<file path="src/rtl/ddc_channel_scheduler_if.sv">
// ddc_channel_scheduler_if: I2S capture, CIC handshake
// and lock/status signals of the stereo scheduler.
interface ddc_channel_scheduler_if #(
  parameter int DATA_WIDTH = 16
);
  logic [DATA_WIDTH-1:0] left_data;
  logic                  left_data_valid;
  logic [DATA_WIDTH-1:0] right_data;
  logic                  right_data_valid;
  logic [DATA_WIDTH-1:0] cic_data;
  logic                  cic_chan;
  logic                  cic_valid;
  logic                  cic_ready;
  logic                  locked;
  logic [1:0]            overrun;
  logic                  lock_lost;
  logic                  clear_status;

  modport master (
    output left_data, left_data_valid,
    output right_data, right_data_valid,
    output cic_ready, clear_status,
    input  cic_data, cic_chan, cic_valid,
    input  locked, overrun, lock_lost
  );

  modport slave (
    input  left_data, left_data_valid,
    input  right_data, right_data_valid,
    input  cic_ready, clear_status,
    output cic_data, cic_chan, cic_valid,
    output locked, overrun, lock_lost
  );
endinterface

</file>
<file path="src/rtl/ddc_channel_scheduler.sv">
// ddc_channel_scheduler: round-robin L/R issue to shared CIC
// with lrclk lock tracking. DDC_SCHED_MUTE_EN mutes data in SEARCH.
module ddc_channel_scheduler #(
  parameter int DATA_WIDTH    = 16,
  parameter int LOCK_FRAMES   = 4,
  parameter int FRAME_TIMEOUT = 96
) (
  input logic bclk,
  input logic rst,
  ddc_channel_scheduler_if.slave bus
);

  localparam int TW = $clog2(FRAME_TIMEOUT + 1);
  localparam logic [TW-1:0] TMAX = TW'(FRAME_TIMEOUT);
  localparam logic [3:0] LOCKN = 4'(LOCK_FRAMES);

  typedef enum logic {SEARCH, RUN} state_t;

  logic [DATA_WIDTH-1:0] hold_l_q, hold_r_q;
  logic                  pend_l_q, pend_r_q;
  logic [DATA_WIDTH-1:0] data_q, data_d;
  logic                  valid_q, chan_q, last_q;
  logic [TW-1:0]         timer_q;
  logic                  seen_r_q;
  logic [3:0]            cnt_q;
  state_t                state_q;
  logic                  locked_q, lost_q;
  logic [1:0]            ovr_q, ovr_set;

  logic out_free, load, sel_r;
  logic drain_l, drain_r;
  logic good, bad, tmo;
  logic lv, rv;

  assign lv       = bus.left_data_valid;
  assign rv       = bus.right_data_valid;
  assign out_free = !valid_q || bus.cic_ready;
  assign load     = out_free && (pend_l_q || pend_r_q);
  assign sel_r    = pend_r_q && (!pend_l_q || !last_q);
  assign drain_l  = load && !sel_r;
  assign drain_r  = load && sel_r;

  assign ovr_set[0] = lv && pend_l_q && !drain_l;
  assign ovr_set[1] = rv && pend_r_q && !drain_r;

  assign tmo  = !lv && (timer_q == TMAX - 1'b1);
  assign good = lv && seen_r_q && (timer_q < TMAX);
  assign bad  = (lv && !good) || tmo;

  // Output data source; silence while unlocked when muting.
  always_comb begin
    data_d = sel_r ? hold_r_q : hold_l_q;
`ifdef DDC_SCHED_MUTE_EN
    if (state_q != RUN) data_d = '0;
`else
`endif
  end

  // Per-channel holding registers and pending flags.
  always_ff @(posedge bclk or posedge rst) begin
    if (rst) begin
      hold_l_q <= '0;
      hold_r_q <= '0;
      pend_l_q <= 1'b0;
      pend_r_q <= 1'b0;
    end else begin
      if (lv) begin
        hold_l_q <= bus.left_data;
        pend_l_q <= 1'b1;
      end else if (drain_l) begin
        pend_l_q <= 1'b0;
      end
      if (rv) begin
        hold_r_q <= bus.right_data;
        pend_r_q <= 1'b1;
      end else if (drain_r) begin
        pend_r_q <= 1'b0;
      end
    end
  end

  // Output register; frozen while stalled.
  always_ff @(posedge bclk or posedge rst) begin
    if (rst) begin
      valid_q <= 1'b0;
      data_q  <= '0;
      chan_q  <= 1'b0;
      last_q  <= 1'b1;
    end else if (out_free) begin
      valid_q <= load;
      if (load) begin
        data_q <= data_d;
        chan_q <= sel_r;
        last_q <= sel_r;
      end
    end
  end

  // Frame timer and right-seen tracking.
  always_ff @(posedge bclk or posedge rst) begin
    if (rst) begin
      timer_q  <= '0;
      seen_r_q <= 1'b0;
    end else begin
      if (lv) timer_q <= '0;
      else if (timer_q != TMAX) timer_q <= timer_q + 1'b1;
      if (lv) seen_r_q <= rv;
      else if (rv) seen_r_q <= 1'b1;
    end
  end

  // Lock FSM with registered locked output.
  always_ff @(posedge bclk or posedge rst) begin
    if (rst) begin
      state_q  <= SEARCH;
      cnt_q    <= '0;
      locked_q <= 1'b0;
    end else begin
      unique case (state_q)
        SEARCH: begin
          if (bad) begin
            cnt_q <= '0;
          end else if (good) begin
            if (cnt_q + 4'd1 == LOCKN) begin
              cnt_q    <= '0;
              state_q  <= RUN;
              locked_q <= 1'b1;
            end else begin
              cnt_q <= cnt_q + 4'd1;
            end
          end
        end
        RUN: begin
          if (bad) begin
            cnt_q    <= '0;
            state_q  <= SEARCH;
            locked_q <= 1'b0;
          end
        end
        default: state_q <= SEARCH;
      endcase
    end
  end

  // Sticky status; a set on the clearing edge wins.
  always_ff @(posedge bclk or posedge rst) begin
    if (rst) begin
      ovr_q  <= 2'b00;
      lost_q <= 1'b0;
    end else begin
      ovr_q  <= (bus.clear_status ? 2'b00 : ovr_q) | ovr_set;
      lost_q <= (bus.clear_status ? 1'b0 : lost_q)
              | (state_q == RUN && bad);
    end
  end

  assign bus.cic_valid = valid_q;
  assign bus.cic_data  = data_q;
  assign bus.cic_chan  = chan_q;
  assign bus.locked    = locked_q;
  assign bus.overrun   = ovr_q;
  assign bus.lock_lost = lost_q;

endmodule

</file>
<file path="src/flat_wrapper.sv">
// flat-port wrapper written by rule: the top's interface ports become plain ports
module ddc_channel_scheduler_flat 
#(
  parameter int DATA_WIDTH    = 16,
  parameter int LOCK_FRAMES   = 4,
  parameter int FRAME_TIMEOUT = 96
)
  (bclk, rst, bus_left_data, bus_left_data_valid, bus_right_data, bus_right_data_valid, bus_cic_ready, bus_clear_status, bus_cic_data, bus_cic_chan, bus_cic_valid, bus_locked, bus_overrun, bus_lock_lost);
  ddc_channel_scheduler_if #(.DATA_WIDTH(DATA_WIDTH)) bus_i ();
  input logic bclk;
  input logic rst;
  input wire logic [$bits(bus_i.left_data)-1:0] bus_left_data;
  input wire logic [$bits(bus_i.left_data_valid)-1:0] bus_left_data_valid;
  input wire logic [$bits(bus_i.right_data)-1:0] bus_right_data;
  input wire logic [$bits(bus_i.right_data_valid)-1:0] bus_right_data_valid;
  input wire logic [$bits(bus_i.cic_ready)-1:0] bus_cic_ready;
  input wire logic [$bits(bus_i.clear_status)-1:0] bus_clear_status;
  output wire logic [$bits(bus_i.cic_data)-1:0] bus_cic_data;
  output wire logic [$bits(bus_i.cic_chan)-1:0] bus_cic_chan;
  output wire logic [$bits(bus_i.cic_valid)-1:0] bus_cic_valid;
  output wire logic [$bits(bus_i.locked)-1:0] bus_locked;
  output wire logic [$bits(bus_i.overrun)-1:0] bus_overrun;
  output wire logic [$bits(bus_i.lock_lost)-1:0] bus_lock_lost;
  assign bus_i.left_data = bus_left_data;
  assign bus_i.left_data_valid = bus_left_data_valid;
  assign bus_i.right_data = bus_right_data;
  assign bus_i.right_data_valid = bus_right_data_valid;
  assign bus_i.cic_ready = bus_cic_ready;
  assign bus_i.clear_status = bus_clear_status;
  assign bus_cic_data = bus_i.cic_data;
  assign bus_cic_chan = bus_i.cic_chan;
  assign bus_cic_valid = bus_i.cic_valid;
  assign bus_locked = bus_i.locked;
  assign bus_overrun = bus_i.overrun;
  assign bus_lock_lost = bus_i.lock_lost;
  ddc_channel_scheduler #(.DATA_WIDTH(DATA_WIDTH), .LOCK_FRAMES(LOCK_FRAMES), .FRAME_TIMEOUT(FRAME_TIMEOUT)) u_core (.bclk(bclk), .rst(rst), .bus(bus_i));
endmodule
</file>
<file path="config.mk">
export PLATFORM = sky130hd
export DESIGN_NAME = ddc_channel_scheduler_flat
export DESIGN_NICKNAME = d
export VERILOG_FILES = /design/src/rtl/ddc_channel_scheduler_if.sv /design/src/rtl/ddc_channel_scheduler.sv /design/src/flat_wrapper.sv
export SDC_FILE = /design/constraint.sdc
export NUM_CORES = 1
export LEC_CHECK = 0
export ABC_AREA = 1
export CAP_MARGIN = 10
export CORE_MARGIN = 8
export CORE_UTILIZATION = 55
export DETAILED_ROUTE_END_ITERATION = 6
export PLACE_DENSITY_LB_ADDON = 0.25
export SLEW_MARGIN = 20
export SYNTH_ARGS = -nofsm -noshare
export SYNTH_HDL_FRONTEND = slang
export SYNTH_SLANG_ARGS = --single-unit
</file>
<file path="constraint.sdc">
create_clock -name bclk -period 3 [get_ports bclk]
set_input_delay 0.3 -clock bclk [delete_from_list [all_inputs] [get_ports bclk]]
set_output_delay 0.3 -clock bclk [all_outputs]
set_load 0.02 [all_outputs]
</file>
==> results of run 1 <==
-- critical path, cell delays in order, from the launching register on --
cell and delay [ps]:
dfrtp_1 460, o21ai_2 680, nor2_4 240, inv_1 180, nand3_1 80, o21ai_0 80
-- power breakdown --
| part | total [uW] | internal (uW) | leakage (uW) | switching, uW |
|---|---|---|---|---|
| Clock | 820 | 469 | 0.0000977 | 351 |
| Sequential | 1320 | 1160 | 0.000866 | 158 |
| Combinational | 1020 | 454 | 0.000914 | 567 |
| Total | 3160 | 2090 | 0.00188 | 1080 |
-- final cells by class --
type                            count  area share [%]
Clock buffer                        9           3.137
Clock inverter                      7           2.503
Inverter                           39           3.707
Multi-Input combinational cell    210           28.14
Sequential cell                    70           44.39
Tap cell                           72           2.281
Timing Repair Buffer               62           15.84
-- cells by family after synthesis --
logic type	after synthesis	share of synthesized area [%]
adders and majority gates	4	1.623
DFF	70	56.86
buffers and inverters	50	7.102
xor gates and xnor gates	1	0.2841
AOI/OAI and AO/OA	47	11.40
and+or+nand+nor	158	22.73
-- per-layer routing --
metal	wire length (um)	global-route usage, %
met3	318	4.156
met2	3153	26.25
met4	57	6.685
met5	0	0
met1	3121	22.18
-- registers in the layout, indices dropped and copies added (netlist names) --
signal,cells
u_core.cnt_q,4
u_core.bus.cic_chan,1
u_core.bus.locked,1
u_core.seen_r_q,1
u_core.hold_r_q,16
u_core.pend_r_q,1
u_core.bus.cic_data,16
u_core.bus.overrun,2
u_core.pend_l_q,1
u_core.bus.lock_lost,1
u_core.state_q,1
u_core.hold_l_q,16
u_core.timer_q,7
u_core.last_q,1
u_core.bus.cic_valid,1
-- worst paths after layout --
| check | endpoint | slack, ps | cells after the start |
|---|---|---|---|
| min in group bclk | u_core.hold_r_q[14] | 470 | 2 |
| setup reg to reg | u_core.bus.overrun[0] | 1210 | 5 |
| setup / recovery | u_core.bus.overrun[0] | 1210 | 5 |
| hold reg to reg | u_core.hold_r_q[14] | 470 | 2 |
| hold / removal | u_core.hold_l_q[4] | 340 | 2 |
| max in group asynchronous | u_core.last_q | 1990 | 3 |
-- synth_stat cells --
cell,n,area (sq um)
o31ai_1,1,7.510
xor2_1,1,8.760
nand4_1,4,25.02
o211ai_2,10,125.1
ha_1,4,50.05
o21ai_2,3,26.28
nand2_1,117,439.2
a21oi_1,3,15.01
nand2_2,12,75.07
buf_6,4,45.04
nor2_1,7,26.28
buf_2,1,5.000
a21oi_4,1,16.27
nand4_2,2,25.02
inv_2,3,11.26
dfstp_2,1,26.28
inv_1,35,131.4
nor2_4,1,11.26
clkbuf_1,6,22.52
o21ai_1,2,10.01
o21ai_0,20,100.1
clkinv_1,1,3.750
nand2_4,1,11.26
nand3_2,1,10.01
a211oi_1,1,7.510
o211ai_1,5,37.54
dfrtp_1,69,1727
nand3_4,1,17.52
nand3_1,12,60.06
o22ai_1,1,6.260
-- per-stage QoR --
| stage | std cells | hold WS [ps] |
|---|---|---|
| 2_1_floorplan | 330 | 396.4 |
| 5_1_grt | 469 | 385.3 |
| 6_report | 469 | 343.0 |
| 3_3_place_gp | 453 | 455.7 |
| 4_1_cts | 469 | 343.4 |
| 3_5_place_dp | 453 | 460.0 |
==> impl_metrics.csv, run 1 <==
group,metric,value,unit
cells_and_area,register_area,1753,sq um
drt,vias,2381,
status,status,"finished clean",
global_route,grt_max_degree,46,
sta,grt_setup_unrepaired,"no",
worst_hold_path,hp-class,"in -> async",
clock_tree,clkSlewWorstSetupHoldPaths,80,ps
cells_and_area,nets,434,
cells_and_area,drive_above_1_share,14.11,%
cells_and_area,n_fill_cell,407,
clock_tree,cts_setup_buffers,0,
global_route,grt_pass1_vias,2448,
clock_tree,root_buffer,"clkbuf_8",
clock_tree,ctsHoldBuffers,0,
worst_setup_path,arrival,2050,ps
cells_and_area,fin_area,3949,sq um
clock_tree,cts_made_buffers,9,
cells_and_area,n_antenna_cell,0,
pwr,cellLeakagePower,0.001878,uW
flow_run,maxCapViolations,0,
drt,drtIter0Drc,122,
die,die_h,90.87,um
worst_setup_path,cp_max_fo,20,
sta,hold_viol_final,0,
sta,finalCriticalPeriod,1794,ps
sta,clock_skew,9.627,ps
drt,wirelength,6.650,mm
drt,via_per_inst,5.077,
worst_setup_path,reg2reg_from,"u_core.pend_l_q",
clock_tree,clk_path_buf_depth,2,
synthesis,netlist_area,3083,sq um
placed_design,dp_worst_setup_slack,892.9,ps
global_route,grt_pass1_wl,11.45,mm
cells_and_area,fin_util,72.15,%
clock_tree,cts_resized,0,
global_route,grt-ovfl-total,0,
drt,drc,0,
synthesis,ys_seq_area_share,56.86,%
sta,setup_violations,0,
worst_setup_path,crit_start,"u_core.pend_l_q",
synthesis,synth_cell_types,30,
sta,tns,0,ps
worst_setup_path,path_class,"reg -> reg",
synthesis,netlist_instances,330,
clock_tree,clock_sinks,70,
sta,slew_headroom,46.58,%
sta,slew_violations,0,
synthesis,synth-seq-cells,70,
cells_and_area,final_common_cell,"nand2_1",
pwr,ir_worst_vdd,342.6,uV
die,die-area,8257,sq um
clock_tree,cts_tree,"yes",
drt,wire_per_inst,14.18,um
synthesis,ys_warn_count,0,
cells_and_area,multiInputGateArea,1111,sq um
die,die_w,90.87,um
die,io_pins,60,
global_route,grt_usage,16.91,%
clock_tree,clk_latency,330,ps
placed_design,hpwlAfterDp,4.700,mm
die,fp.coreArea,5473,sq um
die,rows,27,
sta,setup_ws,1206,ps
die,initial_core_util,56.33,%
synthesis,synth.avg_cell_area,9.342,sq um
clock_tree,htree_levels,3,
sta,finalCritPeriodShare,59.81,%
placed_design,place.gp.congestion,0.7886,
cells_and_area,mostFrequentLayoutCells,"nand2_1 (117), dfrtp_1 (69), clkdlybuf4s50_1 (59), inv_1 (34), o21ai_0 (20)",
cells_and_area,area_growth,28.08,%
pwr,power,3162,uW
sta,worstMarginPinSlew,801.1,ps
global_route,antenna_found_initial,0,
drt,postRouteAntennaNets,0,
drt,drt-pass1-iter-count,4,
synthesis,syn-num-nets,372,
worst_setup_path,cp-end-kind,"register",
worst_setup_path,required,3260,ps
sta,max_clock_freq,557.3,MHz
worst_setup_path,start_kind,"register",
pwr,p_per_area,800.7,nW/um^2
placed_design,io_buffers,59,
placed_design,place_area,3726,sq um
Power figures use the tool's default switching activity.
==> inputs of run 2 (changes only) <==
--- a/config.mk
+++ b/config.mk
@@ -8,7 +8,7 @@
 export ABC_AREA = 1
 export CAP_MARGIN = 10
 export CORE_MARGIN = 8
-export CORE_UTILIZATION = 55
+export CORE_UTILIZATION = 46
 export DETAILED_ROUTE_END_ITERATION = 6
 export PLACE_DENSITY_LB_ADDON = 0.25
 export SLEW_MARGIN = 20
==> constraint.sdc (replaced) <==
create_clock -name bclk -period 1.5 [get_ports bclk]
set_input_delay 0.15 -clock bclk [delete_from_list [all_inputs] [get_ports bclk]]
set_output_delay 0.15 -clock bclk [all_outputs]
set_load 0.02 [all_outputs]
==> run 2 against run 1 <==
  * Flip-flop and latch count unchanged
  * Clock power is 62% higher
  * Final cell count grew 3.0%
  * Sequential share of layout area shrank 0.61 points
  * Critical path depth decreased by 4
  * Via count fell by 1.3%
  * Clock skew about the same
  * Non-clock buffer count rose by 6
  * Wire length is 0.87% lower
==> impl_metrics.csv, run 2 (synthesized netlist as in run 1, its figures left out) <==
group,metric,value,unit
cells_and_area,n_antenna_cell,0,
global_route,grt_pass1_wl,11.41,mm
placed_design,io_buffers,59,
die,initial_core_util,46.40,%
cells_and_area,multiInputGateArea,1111,sq um
pwr,p_switching,2140,uW
die,fp.coreArea,6644,sq um
pwr,switching_share,35.27,%
sta,slew_violations,0,
worst_setup_path,r2r_slack,150,ps
pwr,ir_worst_vdd,690.3,uV
drt,wirelength,6.592,mm
pwr,p_per_area,1515,nW/um^2
clock_tree,clkSlewWorstSetupHoldPaths,80,ps
worst_setup_path,crit_path_max_incr_delay,610,ps
worst_setup_path,start_kind,"register",
sta,max_clock_freq,681.8,MHz
sta,slew_headroom,74.78,%
worst_setup_path,crit_chain,"clkdlybuf4s50_1",
cells_and_area,nets,440,
sta,finalCritPeriodShare,97.78,%
cells_and_area,drive_above_1_share,15.38,%
die,io_pins,60,
die,die-area,9578,sq um
drt,postRouteAntennaNets,0,
sta,worstMarginPinSlew,378.3,ps
sta,hold_slack,241.9,ps
placed_design,hpwlAfterDp,4.588,mm
flow_run,maxCapViolations,0,
drt,drc,0,
clock_tree,ctsHoldBuffers,0,
global_route,met2_usage,22.13,%
global_route,antenna_found_initial,0,
cells_and_area,final_common_cell,"nand2_1",
clock_tree,clk_latency,340,ps
sta,setup_violations,0,
worst_setup_path,arrival,1320,ps
placed_design,place.gp.congestion,0.8324,
drt,via_per_inst,4.863,
worst_setup_path,crit_buf_inv,1,
worst_hold_path,hp-class,"in -> async",
global_route,grt-ovfl-total,0,
clock_tree,clk_path_buf_depth,2,
die,rows,30,
worst_setup_path,reg2reg_from,"u_core.timer_q[0]",
sta,hold_viol_final,0,
drt,vias,2349,
pwr,combPwrFrac,34.9,%
pwr,seqPwrFrac,43.3,%
worst_setup_path,worstRegToRegCells,6,
clock_tree,cts_setup_buffers,0,
cells_and_area,mostFrequentLayoutCells,"nand2_1 (117), dfrtp_1 (69), clkdlybuf4s50_1 (50), inv_1 (34), o21ai_0 (20)",
global_route,grt_max_degree,71,
cells_and_area,area_growth,29.87,%
worst_setup_path,r2r-end,"u_core.bus.locked",
drt,drt-pass1-iter-count,4,
clock_tree,cts_tree,"yes",
die,die_w,97.87,um
worst_setup_path,cp-end-kind,"output port",
drt,drtIter0Drc,81,
global_route,grt_pass1_vias,2350,
pwr,power.internal,3927,uW
worst_setup_path,cp_slowest_cell,"clkdlybuf4s50_1",
worst_setup_path,path_class,"reg -> out",
pwr,cellLeakagePower,0.001992,uW
worst_setup_path,required,1350,ps
status,status,"finished clean",
pwr,pwr-share-clk,21.9,%
cells_and_area,n_fill_cell,582,
clock_tree,cts_made_buffers,9,
clock_tree,clock_sinks,70,
sta,tns,0,ps
global_route,top_usage_layer,"met2",
clock_tree,root_buffer,"clkbuf_8",
worst_setup_path,cp_max_fo,2,
cells_and_area,register_area,1753,sq um
global_route,gr-usage-met3,4.125,%
worst_setup_path,cp.depth,1,
die,die_h,97.87,um
drt,wire_per_inst,13.65,um
global_route,grt_usage,14.66,%
sta,finalCriticalPeriod,1467,ps
worst_setup_path,crit_family,"buffers and inverters",
sta,clock_skew,9.393,ps
global_route,met1_usage,19.02,%
sta,grt_setup_unrepaired,"no",
clock_tree,htree_levels,3,
-- run 2: changes by cell type in the layout (fill, tap and decap cells not counted) --
| cell | change |
|---|---|
| inv_2 | -1 |
| clkbuf_8 | +1 |
| dlymetal6s2s_1 | +8 |
| buf_12 | +2 |
| clkinv_2 | +3 |
| buf_4 | +4 |
| dlygate4sd2_1 | +1 |
| clkdlybuf4s50_1 | -9 |
| bufinv_16 | -2 |
| clkinv_4 | -1 |
-- run 2: stage by stage --
step                cell area [sq um]  utilization, %  worst slack (ps)  total power (uW)  cells
finish                           4004           60.26             33.32              6067    483
global route                     4004           60.26             1.991              6438    483
CTS                              3984           59.96             13.00              6162    483
detailed placement               3810           57.34             50.11              4839    467
global placement                 3810           57.34             97.55              4788    467
floorplan                        3087               -             281.3              3874    330
-- run 2: area by class of cell --
class | count | area share, %
Multi-Input combinational cell | 210 | 27.75
Clock inverter | 6 | 0.9375
Tap cell | 80 | 2.500
Clock buffer | 10 | 3.438
Timing Repair Buffer | 68 | 17.84
Sequential cell | 70 | 43.78
Inverter | 39 | 3.750
-- run 2: power by group through the flow --
stage | Sequential (uW) | Combinational (uW) | Clock (uW)
CTS | 2630 | 2170 | 1360
global placement | 2650 | 2140 | 0
finish | 2630 | 2120 | 1330
global route | 2680 | 2310 | 1440
floorplan | 2950 | 928 | 0
detailed placement | 2660 | 2170 | 0
-- run 2: what timing repair did --
| action | CTS | global route |
|---|---|---|
| endpoints found under the setup margin | 1 | 8 |
| endpoints found under the hold margin | 0 | 0 |
| gates resized for setup | 1 | 8 |
| pin swaps | 0 | 0 |
-- run 2: worst max path at each step --
stage,from,end,slack (ps)
finish,u_core.bus.cic_data[1],bus_cic_data[1],30
global route,u_core.bus.lock_lost,bus_lock_lost,2
floorplan,u_core.timer_q[0],u_core.bus.locked,280
global placement,bus_left_data_valid,u_core.bus.locked,100
CTS,u_core.bus.cic_valid,bus_cic_valid,10
detailed placement,bus_left_data_valid,u_core.bus.locked,50
-- run 2: layer usage --
metal  wire length, um  vias up
li1                  -     1181
met1              3194     1111
met2              2977       46
met3               303       11
met4               116        0
met5                 0        -
==> inputs of run 3 (changes only) <==
--- a/config.mk
+++ b/config.mk
@@ -7,7 +7,7 @@
 export LEC_CHECK = 0
 export ABC_AREA = 1
 export CAP_MARGIN = 10
-export CORE_MARGIN = 8
+export CORE_MARGIN = 2
 export CORE_UTILIZATION = 46
 export DETAILED_ROUTE_END_ITERATION = 6
 export PLACE_DENSITY_LB_ADDON = 0.25
==> run 3 against run 2 <==
  * The flow now finishes with violations (design-rule violations)
  * Cell area up 0.12%
  * Sequential share of layout area shrank 0.055 points
  * Clock skew barely moved
  * Wire length is 5.3% lower
  * Sequential power is essentially flat
  * Global-route usage rose by 4.4 points
  * Count of clock-buffer cells in the layout grew 1
  * Final cell count fell by 0.41%
  * Flip-flop and latch count stayed put
  * Critical path type unchanged
  * Highest routed layer unchanged
==> impl_metrics.csv, run 3 (synthesized netlist as in run 1, its figures left out) <==
group,metric,value,unit
flow_run,maxCapViolations,0,
die,fp.coreArea,6422,sq um
clock_tree,clock_sinks,70,
worst_setup_path,cp_max_fo,2,
placed_design,hpwlAfterDp,4.504,mm
die,initial_core_util,48.00,%
global_route,grt_usage,19.10,%
clock_tree,clkSlewWorstSetupHoldPaths,70,ps
worst_setup_path,crit_chain,"clkdlybuf4s50_1",
global_route,grt-ovfl-total,0,
clock_tree,htree_levels,3,
sta,tns,0,ps
pwr,power.internal,3939,uW
worst_setup_path,cp-end-kind,"output port",
clock_tree,clk_latency,340,ps
sta,setup_violations,0,
pwr,switching_share,34.91,%
global_route,grt_max_degree,71,
clock_tree,cts_made_buffers,9,
cells_and_area,drive_above_1_share,15.35,%
sta,worstMarginPinSlew,365.2,ps
drt,vias,2363,
drt,wirelength,6.241,mm
placed_design,io_buffers,59,
drt,drt-pass1-iter-count,6,
sta,setup_ws,49.07,ps
drt,postRouteAntennaNets,0,
die,die_h,85.87,um
worst_setup_path,arrival,1300,ps
sta,slew_headroom,75.65,%
worst_setup_path,required,1350,ps
worst_setup_path,crit_buf_inv,1,
clock_tree,cts_setup_buffers,0,
sta,slew_violations,0,
placed_design,place.gp.congestion,0.8113,
sta,max_clock_freq,689.2,MHz
placed_design,dp_cells,466,
clock_tree,cts_tree,"yes",
pwr,seqPwrFrac,43.5,%
sta,finalCriticalPeriod,1451,ps
clock_tree,clk_path_buf_depth,2,
cells_and_area,n_fill_cell,567,
pwr,combPwrFrac,35.0,%
sta,hold_slack,242.7,ps
cells_and_area,final_common_cell,"nand2_1",
drt,wire_per_inst,12.98,um
die,rows,29,
worst_setup_path,crit_family,"buffers and inverters",
clock_tree,root_buffer,"clkbuf_8",
die,io_pins,60,
placed_design,dp_worst_setup_slack,49.02,ps
cells_and_area,nets,442,
drt,via_per_inst,4.913,
worst_setup_path,path_class,"reg -> out",
sta,hold_viol_final,0,
worst_hold_path,hp-class,"in -> async",
clock_tree,ctsHoldBuffers,0,
pwr,p_per_area,1510,nW/um^2
pwr,ir_worst_vdd,676.5,uV
drt,drc,4,
worst_setup_path,crit_path_max_incr_delay,610,ps
cells_and_area,area_growth,30.03,%
cells_and_area,mostFrequentLayoutCells,"nand2_1 (117), dfrtp_1 (69), clkdlybuf4s50_1 (47), inv_1 (34), o21ai_0 (20)",
global_route,antenna_found_initial,0,
sta,grt_setup_unrepaired,"no",
status,violations,"design-rule violations",
sta,finalCritPeriodShare,96.73,%
global_route,grt_pass1_wl,10.87,mm
worst_setup_path,start_kind,"register",
cells_and_area,n_antenna_cell,0,
die,die-area,7373,sq um
global_route,grt_pass1_vias,2371,
worst_setup_path,cp_slowest_cell,"clkdlybuf4s50_1",
status,status,"complete, but fails checks",
cells_and_area,fin_util,62.42,%
pwr,pwr-share-clk,21.5,%
die,die_w,85.87,um
drt,drtIter0Drc,138,
cells_and_area,fin_cells,481,
pwr,p_switching,2113,uW
sta,clock_skew,9.143,ps
pwr,cellLeakagePower,0.002045,uW
==> run 3: cell types whose count changed in the layout (fill, tap and decap cells not counted), sizes merged <==
cell | before | now
dlygate4sd2 | 1 | 2
clkbuf | 10 | 11
clkdlybuf4s50 | 50 | 47
clkinv | 4 | 5
buf | 9 | 11
clkinvlp | 4 | 1
dlymetal6s2s | 8 | 10
==> run 3: final timing paths <==
check / slack, ps / end / from / cells past startpoint
min in group bclk: 350 / u_core.hold_l_q[3] / bus_left_data[3] / 3
max in group asynchronous: 940 / u_core.last_q / rst / 3
max: 50 / bus_cic_valid / u_core.bus.cic_valid / 1
min: 240 / u_core.hold_r_q[13] / rst / 3
min reg2reg: 480 / u_core.hold_l_q[10] / u_core.hold_l_q[10] / 2
max reg2reg: 160 / u_core.bus.locked / u_core.timer_q[1] / 6
==> run 3: final cells by class <==
| class | count | area (sq um) | area share, % |
|---|---|---|---|
| clock buffer | 11 | 141.4 | 3.527 |
| clock inverter | 4 | 23.77 | 0.5930 |
| inverter | 39 | 150.1 | 3.745 |
| multi-input combinational | 210 | 1111 | 27.72 |
| sequential | 70 | 1753 | 43.73 |
| tap | 77 | 96.34 | 2.403 |
| timing repair buffer | 70 | 733.2 | 18.29 |
==> run 3: power by group through the flow <==
stage	Sequential [uW]	Combinational [uW]	Clock [uW]
floorplan	2950	928	0
global placement	2660	2140	0
detailed placement	2670	2180	0
CTS	2640	2170	1340
global route	2680	2310	1430
finish	2630	2120	1300
==> run 3: layer usage <==
metal	GRT usage (%)	part of all wire, %	up-vias
met2	28.05	45	64
met3	5.967	6.6	10
met5	0	0	-
met4	8.081	1.7	0
li1	-	-	1183
met1	26.32	47	1106
==> run 3: stage by stage <==
| stage | total power (uW) | area (sq um) |
|---|---|---|
| 4_1_cts | 6147 | 3984 |
| 3_3_place_gp | 4794 | 3821 |
| 6_report | 6052 | 4009 |
| 3_5_place_dp | 4854 | 3821 |
| 5_1_grt | 6429 | 4009 |
| 2_1_floorplan | 3874 | 3087 |
==> run 3: what timing repair did <==
| item | CTS | global route |
|---|---|---|
| endpoints found under the setup margin | 2 | 10 |
| resized for setup | 2 | 10 |
| pin swaps | 0 | 0 |
==> RTL change: new RTL, flow settings as in run 3 <==
`FRAME_TIMEOUT` is set to 96 in 2 places; all go to 192.
--- a/src/rtl/ddc_channel_scheduler.sv
+++ b/src/rtl/ddc_channel_scheduler.sv
@@ -3,7 +3,7 @@
 module ddc_channel_scheduler #(
   parameter int DATA_WIDTH    = 16,
   parameter int LOCK_FRAMES   = 4,
-  parameter int FRAME_TIMEOUT = 96
+  parameter int FRAME_TIMEOUT = 192
 ) (
   input logic bclk,
   input logic rst,
--- a/src/flat_wrapper.sv
+++ b/src/flat_wrapper.sv
@@ -3,7 +3,7 @@
 #(
   parameter int DATA_WIDTH    = 16,
   parameter int LOCK_FRAMES   = 4,
-  parameter int FRAME_TIMEOUT = 96
+  parameter int FRAME_TIMEOUT = 192
 )
   (bclk, rst, bus_left_data, bus_left_data_valid, bus_right_data, bus_right_data_valid, bus_cic_ready, bus_clear_status, bus_cic_data, bus_cic_chan, bus_cic_valid, bus_locked, bus_overrun, bus_lock_lost);
   ddc_channel_scheduler_if #(.DATA_WIDTH(DATA_WIDTH)) bus_i ();
Function: same outputs for any inputs over 10 cycles, from zero or initial values and one cycle with rst high; that may be too few to reach the edited logic, so the function may still have changed.
==> RTL change against run 3 <==
Synthesized area decreased by 1.3%; largest power group unchanged; clock power decreased by 5%; wire length increased by 4.0%; worst hold slack got worse by 87 ps; cell area decreased by 1.3%; combinational power decreased by 9%; setup slack got worse by 15 ps; critical endpoint is now bus_cic_data[5]; critical path depth unchanged; sequential cell count increased by 1; total power decreased by 4.6%.
==> RTL change: results (changes against run 3) <==
OUTCOME='finished, final reports clean'  # was finished, violations left
PLACE_INST=469  # was 466
DRT-MET1-WL_UM=3100  # was 2920 um
PWR.GROUP.COMBINATIONAL_mW=1.93  # was 2.12 mW
POWER_LEAKAGE_nW=1.97  # was 2.05 nW
SYNTH-XOR-AREA-SHARE_PCT=0.288  # was 0.284%
FIRSTDRTPASSITERS=4  # was 6
VIAS=2413  # was 2363
YOSYS-TOP-CELLS-COUNT='129 x sky130_fd_sc_hd__nand2_1, 70 x sky130_fd_sc_hd__dfrtp_1, 32 x sky130_fd_sc_hd__inv_1'  # was 117 x sky130_fd_sc_hd__nand2_1, 69 x sky130_fd_sc_hd__dfrtp_1, 35 x sky130_fd_sc_hd__inv_1
MET2ROUTEDLENGTH_UM=2940  # was 2800 um
SYNTH_COMPOUND_GATE_AREA_SHARE_PCT=11.2  # was 11.4%
REGISTER_CELL_AREA_AFTER_LAYOUT_UM2=1780  # was 1750 um^2
FINAL-CLK-CELL-SHARE_PCT=3.83  # was 4.12%
MET2_USAGE_PCT=29.5  # was 28.0%
GRT.TOTAL_USAGE_PCT=19.9  # was 19.1%
TIGHTESTPINTRANSITION_PS=387  # was 365 ps
GRT_PASS1_WL_UM=11400  # was 10900 um
YOSYS.AREA_SHARE.ADDER_PCT=1.65  # was 1.62%
MAX-VDD-IR-DROP_mV=0.930  # was 0.677 mV
CLOCK-SKEW-FINAL_PS=6.96  # was 9.14 ps
WORSTSETUPSTARTPOINT='u_core.bus.cic_data[5]'  # was u_core.bus.cic_valid
DP_HPWL_UM=4570  # was 4500 um
FINALWEIGHTEDCONGESTION=0.807  # was 0.811
MULTIINPUTGATEAREA_UM2=1080  # was 1110 um^2
N_ALL_INVERTERS=34  # was 39
NFILLCELLS=553  # was 567
SWITCHING_SHARE_PCT=33.9  # was 34.9%
YS_TYPES=28  # was 30
MULTI_INPUT_GATES=217  # was 210
SYNTH_NETS=375  # was 372
DRT_ITER0_MARKERS=187  # was 138
NUM-NETS-FINAL=445  # was 442
DPL-INSTANCE-AREA_UM2=3790  # was 3820 um^2
GROUTE.LAYER.MET3.USAGE_PCT=4.67  # was 5.97%
SYNTH.AVG_CELL_AREA_UM2=9.13  # was 9.34 um^2
DR_WL_MET3_UM=337  # was 414 um
POST_LAYOUT_NONFILLER_INSTANCES=482  # was 481
SYNTHTOPCELLSBYAREA='sky130_fd_sc_hd__dfrtp_1 58%, sky130_fd_sc_hd__nand2_1 16%, sky130_fd_sc_hd__o21ai_0 3.9%'  # was sky130_fd_sc_hd__dfrtp_1 56%, sky130_fd_sc_hd__nand2_1 14%, sky130_fd_sc_hd__inv_1 4.3%
[RTL change: changes by cell type in the layout (fill, tap and decap cells not counted), sizes merged, moves of 2 or more]
cell | run 3 | this run
nor3 | 0 | 2
inv | 37 | 33
clkdlybuf4s50 | 47 | 52
dlymetal6s2s | 10 | 6
nand4 | 6 | 8
a21oi | 4 | 6
clkinv | 5 | 2
[RTL change: metrics by stage]
stage | utilization, % | power [mW] | hold slack (ps) | setup slack [ps]
floorplan | - | 3.71 | 249 | 299
global placement | 59.3 | 4.56 | 455 | 20.8
detailed placement | 59.3 | 4.60 | 457 | -34.6
CTS | 61.7 | 5.85 | 156 | 10.2
global route | 62.0 | 6.13 | 178 | 1.49
finish | 62.0 | 5.78 | 156 | 33.9
[RTL change: worst paths after layout]
check	to	cells after the start
setup / recovery	bus_cic_data[5]	1
hold / removal	u_core.bus.cic_data[10]	2
setup reg to reg	u_core.bus.locked	8
hold reg to reg	u_core.bus.locked	2
max in group asynchronous	u_core.last_q	3
min in group bclk	u_core.hold_l_q[1]	3
